==> src/rtl/f_btb_pkg.sv <==
// Shared definitions for the fetch-stage branch target buffer: default widths
// and the 2-bit confidence counter encoding.
package f_btb_pkg;

    localparam int BTB_PC_W  = 13;
    localparam int BTB_IDX_W = 6;

    typedef enum logic [1:0] {
        CTR_SNT = 2'b00,
        CTR_WNT = 2'b01,
        CTR_WT  = 2'b10,
        CTR_ST  = 2'b11
    } ctr_e;

endpackage

==> src/rtl/btb_ctr2.sv <==
// Next-state logic for the 2-bit saturating branch confidence counter.
// Unconditional jumps jump straight to strongly-taken.
module btb_ctr2
    import f_btb_pkg::*;
(
    input  ctr_e ctr,
    input  logic taken,
    input  logic uncond,
    output ctr_e ctr_next
);

    function automatic ctr_e sat_inc(input ctr_e c);
        case (c)
            CTR_SNT: return CTR_WNT;
            CTR_WNT: return CTR_WT;
            default: return CTR_ST;
        endcase
    endfunction

    function automatic ctr_e sat_dec(input ctr_e c);
        case (c)
            CTR_ST:  return CTR_WT;
            CTR_WT:  return CTR_WNT;
            default: return CTR_SNT;
        endcase
    endfunction

    always_comb begin
        ctr_next = ctr;
        if (uncond)
            ctr_next = CTR_ST;
        else if (taken)
            ctr_next = sat_inc(ctr);
        else
            ctr_next = sat_dec(ctr);
    end

endmodule

==> src/rtl/f_btb.sv <==
// Direct-mapped branch target buffer with fetch->decode prediction register.
// Define BTB_BYPASS_EN to let a same-cycle update be seen by the lookup.
module f_btb
    import f_btb_pkg::*;
#(
    parameter int PC_W  = BTB_PC_W,
    parameter int IDX_W = BTB_IDX_W,
    parameter int TAG_W = PC_W - IDX_W
) (
    input  logic            clk,
    input  logic            rst_n,
    input  logic [PC_W-1:0] f_pc,
    output logic [PC_W-1:0] f_pc_predicted,
    output logic            f_hit,
    input  logic            stall,
    input  logic            flush,
    output logic [PC_W-1:0] d_pc_predicted,
    output logic            d_pred_valid,
    input  logic            upd_valid,
    input  logic [PC_W-1:0] upd_pc,
    input  logic [PC_W-1:0] upd_target,
    input  logic            upd_taken,
    input  logic            upd_uncond
);

    localparam int ENTRIES = 1 << IDX_W;

    logic             valid_q [ENTRIES];
    ctr_e             ctr_q   [ENTRIES];
    logic [TAG_W-1:0] tag_q   [ENTRIES];
    logic [PC_W-1:0]  tgt_q   [ENTRIES];

    logic [IDX_W-1:0] u_idx;
    logic [TAG_W-1:0] u_tag;
    logic             u_hit;
    logic             taken_eff;
    logic             upd_we;
    ctr_e             ctr_cur;
    ctr_e             ctr_new;
    logic [PC_W-1:0]  tgt_new;

    logic [IDX_W-1:0] f_idx;
    logic [TAG_W-1:0] f_tag;
    logic             lk_hit;
    ctr_e             lk_ctr;
    logic [PC_W-1:0]  lk_tgt;
    logic [PC_W-1:0]  f_pc_inc;

    // Update path: a miss starts from weakly-not-taken so one increment lands on 10.
    assign u_idx     = upd_pc[IDX_W-1:0];
    assign u_tag     = upd_pc[PC_W-1:IDX_W];
    assign u_hit     = valid_q[u_idx] && (tag_q[u_idx] == u_tag);
    assign taken_eff = upd_taken | upd_uncond;
    assign ctr_cur   = u_hit ? ctr_q[u_idx] : CTR_WNT;
    assign upd_we    = rst_n && upd_valid && (u_hit || taken_eff);
    assign tgt_new   = taken_eff ? upd_target : tgt_q[u_idx];

    btb_ctr2 u_ctr2 (
        .ctr      (ctr_cur),
        .taken    (taken_eff),
        .uncond   (upd_uncond),
        .ctr_next (ctr_new)
    );

    always_ff @(posedge clk) begin
        if (!rst_n) begin
            for (int i = 0; i < ENTRIES; i++) begin
                valid_q[i] <= 1'b0;
                ctr_q[i]   <= CTR_WNT;
            end
        end else if (upd_we) begin
            valid_q[u_idx] <= 1'b1;
            ctr_q[u_idx]   <= ctr_new;
        end
    end

    always_ff @(posedge clk) begin
        if (upd_we) begin
            tag_q[u_idx] <= u_tag;
            tgt_q[u_idx] <= tgt_new;
        end
    end

    // Lookup stage (combinational)
    assign f_idx    = f_pc[IDX_W-1:0];
    assign f_tag    = f_pc[PC_W-1:IDX_W];
    assign f_pc_inc = f_pc + {{(PC_W-1){1'b0}}, 1'b1};

`ifdef BTB_BYPASS_EN
    logic byp;
    assign byp    = upd_we && (upd_pc == f_pc);
    assign lk_hit = byp || (valid_q[f_idx] && (tag_q[f_idx] == f_tag));
    assign lk_ctr = byp ? ctr_new : ctr_q[f_idx];
    assign lk_tgt = byp ? tgt_new : tgt_q[f_idx];
`else
    assign lk_hit = valid_q[f_idx] && (tag_q[f_idx] == f_tag);
    assign lk_ctr = ctr_q[f_idx];
    assign lk_tgt = tgt_q[f_idx];
`endif

    assign f_hit          = lk_hit;
    assign f_pc_predicted = (lk_hit && (lk_ctr == CTR_WT || lk_ctr == CTR_ST)) ? lk_tgt : f_pc_inc;

    // Fetch -> decode stage; flush wins over stall and keeps the stale PC.
    always_ff @(posedge clk) begin
        if (!rst_n) begin
            d_pc_predicted <= '0;
            d_pred_valid   <= 1'b0;
        end else if (flush) begin
            d_pred_valid   <= 1'b0;
        end else if (!stall) begin
            d_pc_predicted <= f_pc_predicted;
            d_pred_valid   <= 1'b1;
        end
    end

endmodule

==> config.mk <==
export PLATFORM = sky130hd
export DESIGN_NAME = f_btb
export DESIGN_NICKNAME = d
export VERILOG_FILES = /design/src/rtl/f_btb_pkg.sv /design/src/rtl/btb_ctr2.sv /design/src/rtl/f_btb.sv
export SDC_FILE = /design/constraint.sdc
export NUM_CORES = 2
export LEC_CHECK = 0
export ABC_CLOCK_PERIOD_IN_PS = 23400
export CORE_UTILIZATION = 45
export CTS_BUF_LIST = sky130_fd_sc_hd__clkbuf_4 sky130_fd_sc_hd__clkbuf_8
export DETAILED_ROUTE_END_ITERATION = 16
export PLACE_DENSITY = 0.67
export SYNTH_ARGS = -nofsm -noshare
export SYNTH_HDL_FRONTEND = slang
export SYNTH_SLANG_ARGS = --single-unit
==> constraint.sdc <==
create_clock -name clk -period 23.4 [get_ports clk]
set_clock_uncertainty 0.2 [all_clocks]
set_input_delay 7.02 -clock clk [delete_from_list [all_inputs] [get_ports clk]]
set_output_delay 7.02 -clock clk [all_outputs]
set_load 0.005 [all_outputs]
## Yosys cells after proc, flatten, opt, wreduce, memory -nomap -nowiden

Memory sizes are Yosys's and may differ from the RTL's.
Index checks and enable logic that the tools add are counted.

- Output and inout bits: 28
- Logic and storage cells: 50
- Input port bits: 46
- Memories: 4
- Memory bits (writable): 1472
- Register bits: 14

- Muxes and demuxes: 18
- Reduce and logical (&&, ||, !) cells: 13
- Add/subtract/negate cells: 1
- Bitwise operators: 4
- Eq/ne operators: 8

Memory list:

| memory | depth | bits a word | rd ports | clocked after memory_dff | write ports | RTL line | RTL |
|---|---|---|---|---|---|---|---|
| tgt_q | 64 | 13 | 1 | 0 | 1 | f_btb.sv:31 | `logic [PC_W-1:0] tgt_q [ENTRIES];` |
| tag_q | 64 | 7 | 2 | 0 | 1 | f_btb.sv:30 | `logic [TAG_W-1:0] tag_q [ENTRIES];` |
| ctr_q | 64 | 2 | 2 | 0 | 64 | f_btb.sv:29 | `ctr_e ctr_q [ENTRIES];` |
| valid_q | 64 | 1 | 2 | 0 | 64 | f_btb.sv:28 | `logic valid_q [ENTRIES];` |

Operators with widths:

| kind | count |
|---|---|
| 13-bit two-way mux | 2 |
| 7-bit equality test | 2 |
| 13-bit by 1-bit adder with 13-bit output, second input constant | 1 |
| 6-bit two-way mux | 2 |
| 2-bit equality test, second input constant | 4 |
| 1-bit two-way mux | 8 |
| 2-bit two-way mux | 4 |
| 2-bit case mux with 2 select lines | 2 |
| 1-bit logical AND | 5 |
| 2-bit AND reduction | 2 |
| 2-bit OR reduction | 2 |
| 1-bit inverter | 3 |
| 2-bit by 1-bit equality test with 1-bit output, second input constant | 1 |
| 2-bit logical NOT | 1 |
| 1-bit logical OR | 2 |
| 1-bit inequality test, second input constant | 1 |
| 1-bit OR | 1 |
| 1-bit OR reduction | 1 |

## Longest topological paths before layout

An unclocked memory read counts as a cell.

- Depth after elaboration: 10
- Mapped depth: 18
- Depth with buffers taken out: 10

## Modules after synthesis

From an unflattened synthesis, not the netlist that was laid out.

- Cell total of the unflattened synthesis: 3667
- Area, all modules: 64116.5 um2

By module, submodules not included:

| module | seq. area each (um2) | cells an instance | times used | area an instance (um2) |
|---|---|---|---|---|
| f_btb | 43842.0 | 3660 | 1 | 64080.2 |
| btb_ctr2 | 0.0 | 7 | 1 | 36.3 |

## Least setup slack after synthesis

No wires, ideal clock.

- Kind: in2out
- Start: in f_pc[1]
- End: out f_pc_predicted[10]
- Stages: 12
- Required time: 16.180 ns
- Data arrival time: 10.363 ns
- Buffers on the path: 7
- Path slack: 5.817 ns
- Path through: clkbuf_1 > buf_2 > buf_2 > buf_2 > buf_2 > clkbuf_1 > buf_1 > mux4_2 > mux4_2 > mux4_2 > nand3b_1 > o22a_1

- Cells in the longest elaborated chain, start to end: 5
- Elaborated cells on any way between the ends: 12
- Those cells by class: 1 x add/sub; 3 x eq/ne; 1 x mux; 3 x reduce/logical; 4 x memory

Ends and longest elaborated chain:

| element | RTL line | RTL |
|---|---|---|
| start: declaration | f_btb.sv:12 | `input logic [PC_W-1:0] f_pc,` |
| memory read 64 x 7 bit or memory read 64 x 2 bit (tied branches) | n/a |  |
| 7-bit equality test or 2-bit equality test (tied branches) | f_btb.sv:96, f_btb.sv:102 |  |
| 1-bit logical AND or 1-bit logical OR (tied branches) | f_btb.sv:96, f_btb.sv:102 |  |
| 1-bit logical AND | f_btb.sv:102 | `assign f_pc_predicted = (lk_hit && (lk_ctr == CTR_WT \|\| lk_ctr == CTR_ST)) ? lk_tgt : f_pc_inc;` |
| 13-bit two-way mux (*) | f_btb.sv:102 |  |
| end: declaration | f_btb.sv:13 | `output logic [PC_W-1:0] f_pc_predicted,` |

Mark *: on every way between the ends. The rest lies on a longest branch, timed or not.

## Worst setup path after layout

- Start: in f_pc[0]
- End: out f_pc_predicted[0]

The elaborated chain is that of the path after synthesis.

==> results list <==
- The tool flagged a number of max-cap violations equal to 0.
* Number of max-slew violations in the final report: 0
- Die area: 146,000 um^2
- Cell total after placement: 5,352
- Die Span Y: 382 um
- CP Data Arrival Time: 12.63 ns
- The clock passes through at most 3 buffers.
- In the final routed layout, each cell accounts on average for 32.1 um.
- Nature of the critical path endpoint: primary output
- Remaining global-route overflow: 0
* Worst slew margin relative to its limit: 9.29%
* Setup bufs post-CTS: 0
- After the flow finishes, the layout carries non-filler instances totaling 5,789.
- Final ANT Viol Nets: 0
- The floorplan step set the die width to 382 um.
* Power density relative to cell area: 76.9 nW/um^2
- Averaged over all synthesized cells, the footprint is 18.3 um^2.
- For this run, the leading register cell type out of synthesis is sky130_fd_sc_hd__edfxtp_1.
- Number of hold violations in the final report: 0
* Final setup slack of the worst path: 3.55 ns
- After detailed routing, the number of remaining DRC violations is 0.
* Synth top area cells: sky130_fd_sc_hd__edfxtp_1 65%, sky130_fd_sc_hd__mux4_2 17%, sky130_fd_sc_hd__dfxtp_1 2.4%
* Total of warnings raised by yosys: 0
- The area growth from synthesis to layout is 12.5%.
- First-pass GRT wire length: 267,000 um
- The analysis attributes to cell leakage a power of 22.8 nW.
* Unrepaired setup endpoints after global routing: false
- STA puts the critical path data required time at 16.18 ns.
- The share of the Yosys chip area taken by registers is 67.5%.
- The number of hold buffers added after CTS was 0.
- TritonCTS built the clock tree.
- When the netlist entered floorplanning its net count stood at 3,588.
* Number of detailed-routing iterations run before antenna repair: 7
- Across the VDD grid, the largest voltage drop is 0.0685 mV.
- Buffers on Ports: 73
- Min Tclk post-route: 19.85 ns
* Synthesis-stage register bit count: 1,486
- Timing would allow up to 50.4 MHz.
* Sequential cell area: 43,800 um^2
* CP Class: input pin to primary output
- In this run the worst path has a maximum fanout of 81.
- On the final layout, the worst hold slack is 0.255 ns.
* Outcome: complete, no violations
* Post-cts repair resize count: 0
- Once the floorplan was initialized, standard cells occupied 45.3% of the core.
- Placement Setup Slack: 3.62 ns
- The clock net in this run drives a total of 1,486 sinks.
* Nature of the critical path startpoint: input pin
* Final count of negative-setup-slack endpoints: 0
- HP Class: flip-flop to flip-flop
- Top cell type by total area after synthesis: sky130_fd_sc_hd__edfxtp_1
- Of the cells placed in the final design, the portion with a size suffix greater than 1 is 31.4%.
- Number of library cell types mapped by synthesis: 74
* Clock root cell: sky130_fd_sc_hd__clkbuf_8
- At the end of the flow, the number of nets in the layout was 3,727.
* Via-to-Cell Ratio: 6.63
* Slew at the pin with the worst max-slew slack: 1.36 ns
- For this block, the initial DRC count from the detailed router was 5,619.
* Number of cell rows: 139
- In the final layout, the multi-input gates occupy 19,800 um^2.
- Synthesized instance count: 3,541
* Placer Congestion: 0.940
- Largest net degree at the start of global routing: 136
- The filler cells instantiated in the layout total 11,550.
- Via total after detailed routing: 38,365
* Antenna violations before repair: 7
* Finished Core Util: 51.0%
- Routed WL: 186,000 um
- Clock transition at the register clock pins on the worst setup and hold paths after CTS: 0.06 ns
* Netlist area before placement: 64,900 um^2
* Half-perimeter wire length after detailed placement: 110,000 um
- Counting flops with an async set or reset pin after synthesis yields a share of 0%.
- Buffers inserted during clock tree synthesis total 229.
* Clock Latency Late Sink: 0.97 ns
* Max H-tree Level: 4
- Number of synthesized flops with an enable pin: 1,408
- 74 I/O pins were placed.
* Final worst path period share: 84.8%
- Global routing used 25.3% of the available tracks.
* Core outline area: 143,000 um^2
- Summed over all failing endpoints, the final setup total negative slack is 0 ns.
- The number of global-route vias before repair is 37,400.
* Top-area cell type share of the netlist area: 65.1%
[critical path, cell delays in order]
cell and delay, ns:
sky130_fd_sc_hd__buf_8 0.70, sky130_fd_sc_hd__buf_4 0.91, sky130_fd_sc_hd__mux4_2 0.60, sky130_fd_sc_hd__mux4_2 0.48, sky130_fd_sc_hd__mux2i_1 0.18, sky130_fd_sc_hd__nor2_1 0.07
sky130_fd_sc_hd__a31oi_1 0.20, sky130_fd_sc_hd__xor2_1 0.20, sky130_fd_sc_hd__and3_1 0.37, sky130_fd_sc_hd__and4_1 0.89, sky130_fd_sc_hd__mux2_2 0.44, sky130_fd_sc_hd__clkdlybuf4s50_1 0.47
[routing by layer]
layer	GRT usage [%]	routed length, um	vias up
li1	-	-	15410
met1	35.1	71000	19879
met2	37.8	84200	2586
met3	7.25	22900	482
met4	10.0	7630	8
met5	0	63	-
[cells in the mapped netlist, types with 14 or more instances]
cell	instances
sky130_fd_sc_hd__a21oi_1	37
sky130_fd_sc_hd__a221o_1	26
sky130_fd_sc_hd__a221oi_1	36
sky130_fd_sc_hd__a22o_1	16
sky130_fd_sc_hd__a22oi_1	36
sky130_fd_sc_hd__buf_1	29
sky130_fd_sc_hd__buf_2	89
sky130_fd_sc_hd__buf_4	20
sky130_fd_sc_hd__buf_6	21
sky130_fd_sc_hd__clkbuf_1	201
sky130_fd_sc_hd__dfxtp_1	78
sky130_fd_sc_hd__edfxtp_1	1408
sky130_fd_sc_hd__mux2_2	45
sky130_fd_sc_hd__mux2i_1	119
sky130_fd_sc_hd__mux4_2	479
sky130_fd_sc_hd__nand2_1	122
sky130_fd_sc_hd__nand3_1	14
sky130_fd_sc_hd__nand3b_1	31
sky130_fd_sc_hd__nor2_1	62
sky130_fd_sc_hd__nor3_1	67
sky130_fd_sc_hd__nor4_1	128
sky130_fd_sc_hd__o21ai_0	20
sky130_fd_sc_hd__o221ai_1	28
sky130_fd_sc_hd__o22a_1	14
sky130_fd_sc_hd__o22ai_1	50
sky130_fd_sc_hd__o31ai_1	130
sky130_fd_sc_hd__or4_1	50
sky130_fd_sc_hd__xnor2_1	16
[power breakdown]
| part | leakage [nW] | switching, mW | internal [mW] |
|---|---|---|---|
| registers | 13.4 | 0.00809 | 2.93 |
| logic | 6.85 | 0.281 | 0.151 |
| clock network | 2.52 | 1.07 | 1.18 |
| total | 22.8 | 1.36 | 4.26 |
[kinds of logic (layout without fill, tap and decap cells)]
family | Yosys count | in the layout | share of synthesized area [%]
fa+ha+maj | 2 | 2 | 0.0347
other cells | 0 | 6 | 0
flops | 1486 | 1486 | 67.5
simple gates | 543 | 543 | 4.63
compound gates | 471 | 471 | 5.52
mux | 648 | 648 | 19.3
xor+xnor | 21 | 21 | 0.283
buf+inv | 370 | 709 | 2.67
[area by class of cell]
class                           count  area share (%)
Sequential cell                  1486            60.0
Multi-Input combinational cell   1685            27.1
Clock buffer                      296            5.06
Tap cell                         1903            3.26
Timing Repair Buffer              268            2.96
Clock inverter                    135            1.47
Inverter                           10          0.0514
Antenna cell                        6          0.0206
[sequential cells by signal, indices dropped and copies added, names as in the netlist]
signal and cells:
tag_q 448, d_pred_valid 1, tgt_q 832, d_pc_predicted 13, ctr_q 128, valid_q 64
[layout by cell type, fill, tap and decap left out, types with 20 or more instances in the layout]
| master | count |
|---|---|
| sky130_fd_sc_hd__o221ai_1 | 28 |
| sky130_fd_sc_hd__nand3b_1 | 31 |
| sky130_fd_sc_hd__a22oi_1 | 36 |
| sky130_fd_sc_hd__clkbuf_4 | 60 |
| sky130_fd_sc_hd__clkbuf_8 | 236 |
| sky130_fd_sc_hd__or4_1 | 50 |
| sky130_fd_sc_hd__nor2_1 | 61 |
| sky130_fd_sc_hd__clkdlybuf4s50_1 | 44 |
| sky130_fd_sc_hd__mux2i_1 | 119 |
| sky130_fd_sc_hd__edfxtp_1 | 1408 |
| sky130_fd_sc_hd__a21oi_1 | 37 |
| sky130_fd_sc_hd__clkinv_2 | 40 |
| sky130_fd_sc_hd__mux4_2 | 479 |
| sky130_fd_sc_hd__dfxtp_1 | 78 |
| sky130_fd_sc_hd__a221oi_1 | 36 |
| sky130_fd_sc_hd__buf_4 | 192 |
| sky130_fd_sc_hd__mux2_2 | 45 |
| sky130_fd_sc_hd__nand2_1 | 113 |
| sky130_fd_sc_hd__buf_2 | 21 |
| sky130_fd_sc_hd__clkinv_1 | 66 |
| sky130_fd_sc_hd__nor3_1 | 63 |
| sky130_fd_sc_hd__nor4_2 | 67 |
| sky130_fd_sc_hd__o21ai_0 | 20 |
| sky130_fd_sc_hd__o31ai_1 | 130 |
| sky130_fd_sc_hd__nor4_1 | 64 |
| sky130_fd_sc_hd__a221o_1 | 26 |
| sky130_fd_sc_hd__o22ai_1 | 50 |
[stage by stage]
stage	power, mW	instance area, um^2
after floorplan	3.24	64900
after global placement	3.41	68200
after detailed placement	3.41	68200
after CTS	5.64	73000
after global routing	5.77	73000
final	5.62	73000
[path summary, 6_finish.rpt]
path | from | end | slack [ns] | cells after the start
worst max-delay path | f_pc[0] | f_pc_predicted[0] | 3.55 | 12
worst min-delay path | d_pc_predicted[12]$_SDFFE_PN0P_ | d_pc_predicted[12]$_SDFFE_PN0P_ | 0.26 | 2
worst max register to register | tag_q[36][3]$_DFFE_PP_ | tag_q[28][0]$_DFFE_PP_ | 17.73 | 11
worst min register to register | d_pc_predicted[12]$_SDFFE_PN0P_ | d_pc_predicted[12]$_SDFFE_PN0P_ | 0.26 | 2
No activity file was read; power rests on OpenSTA's default activity.
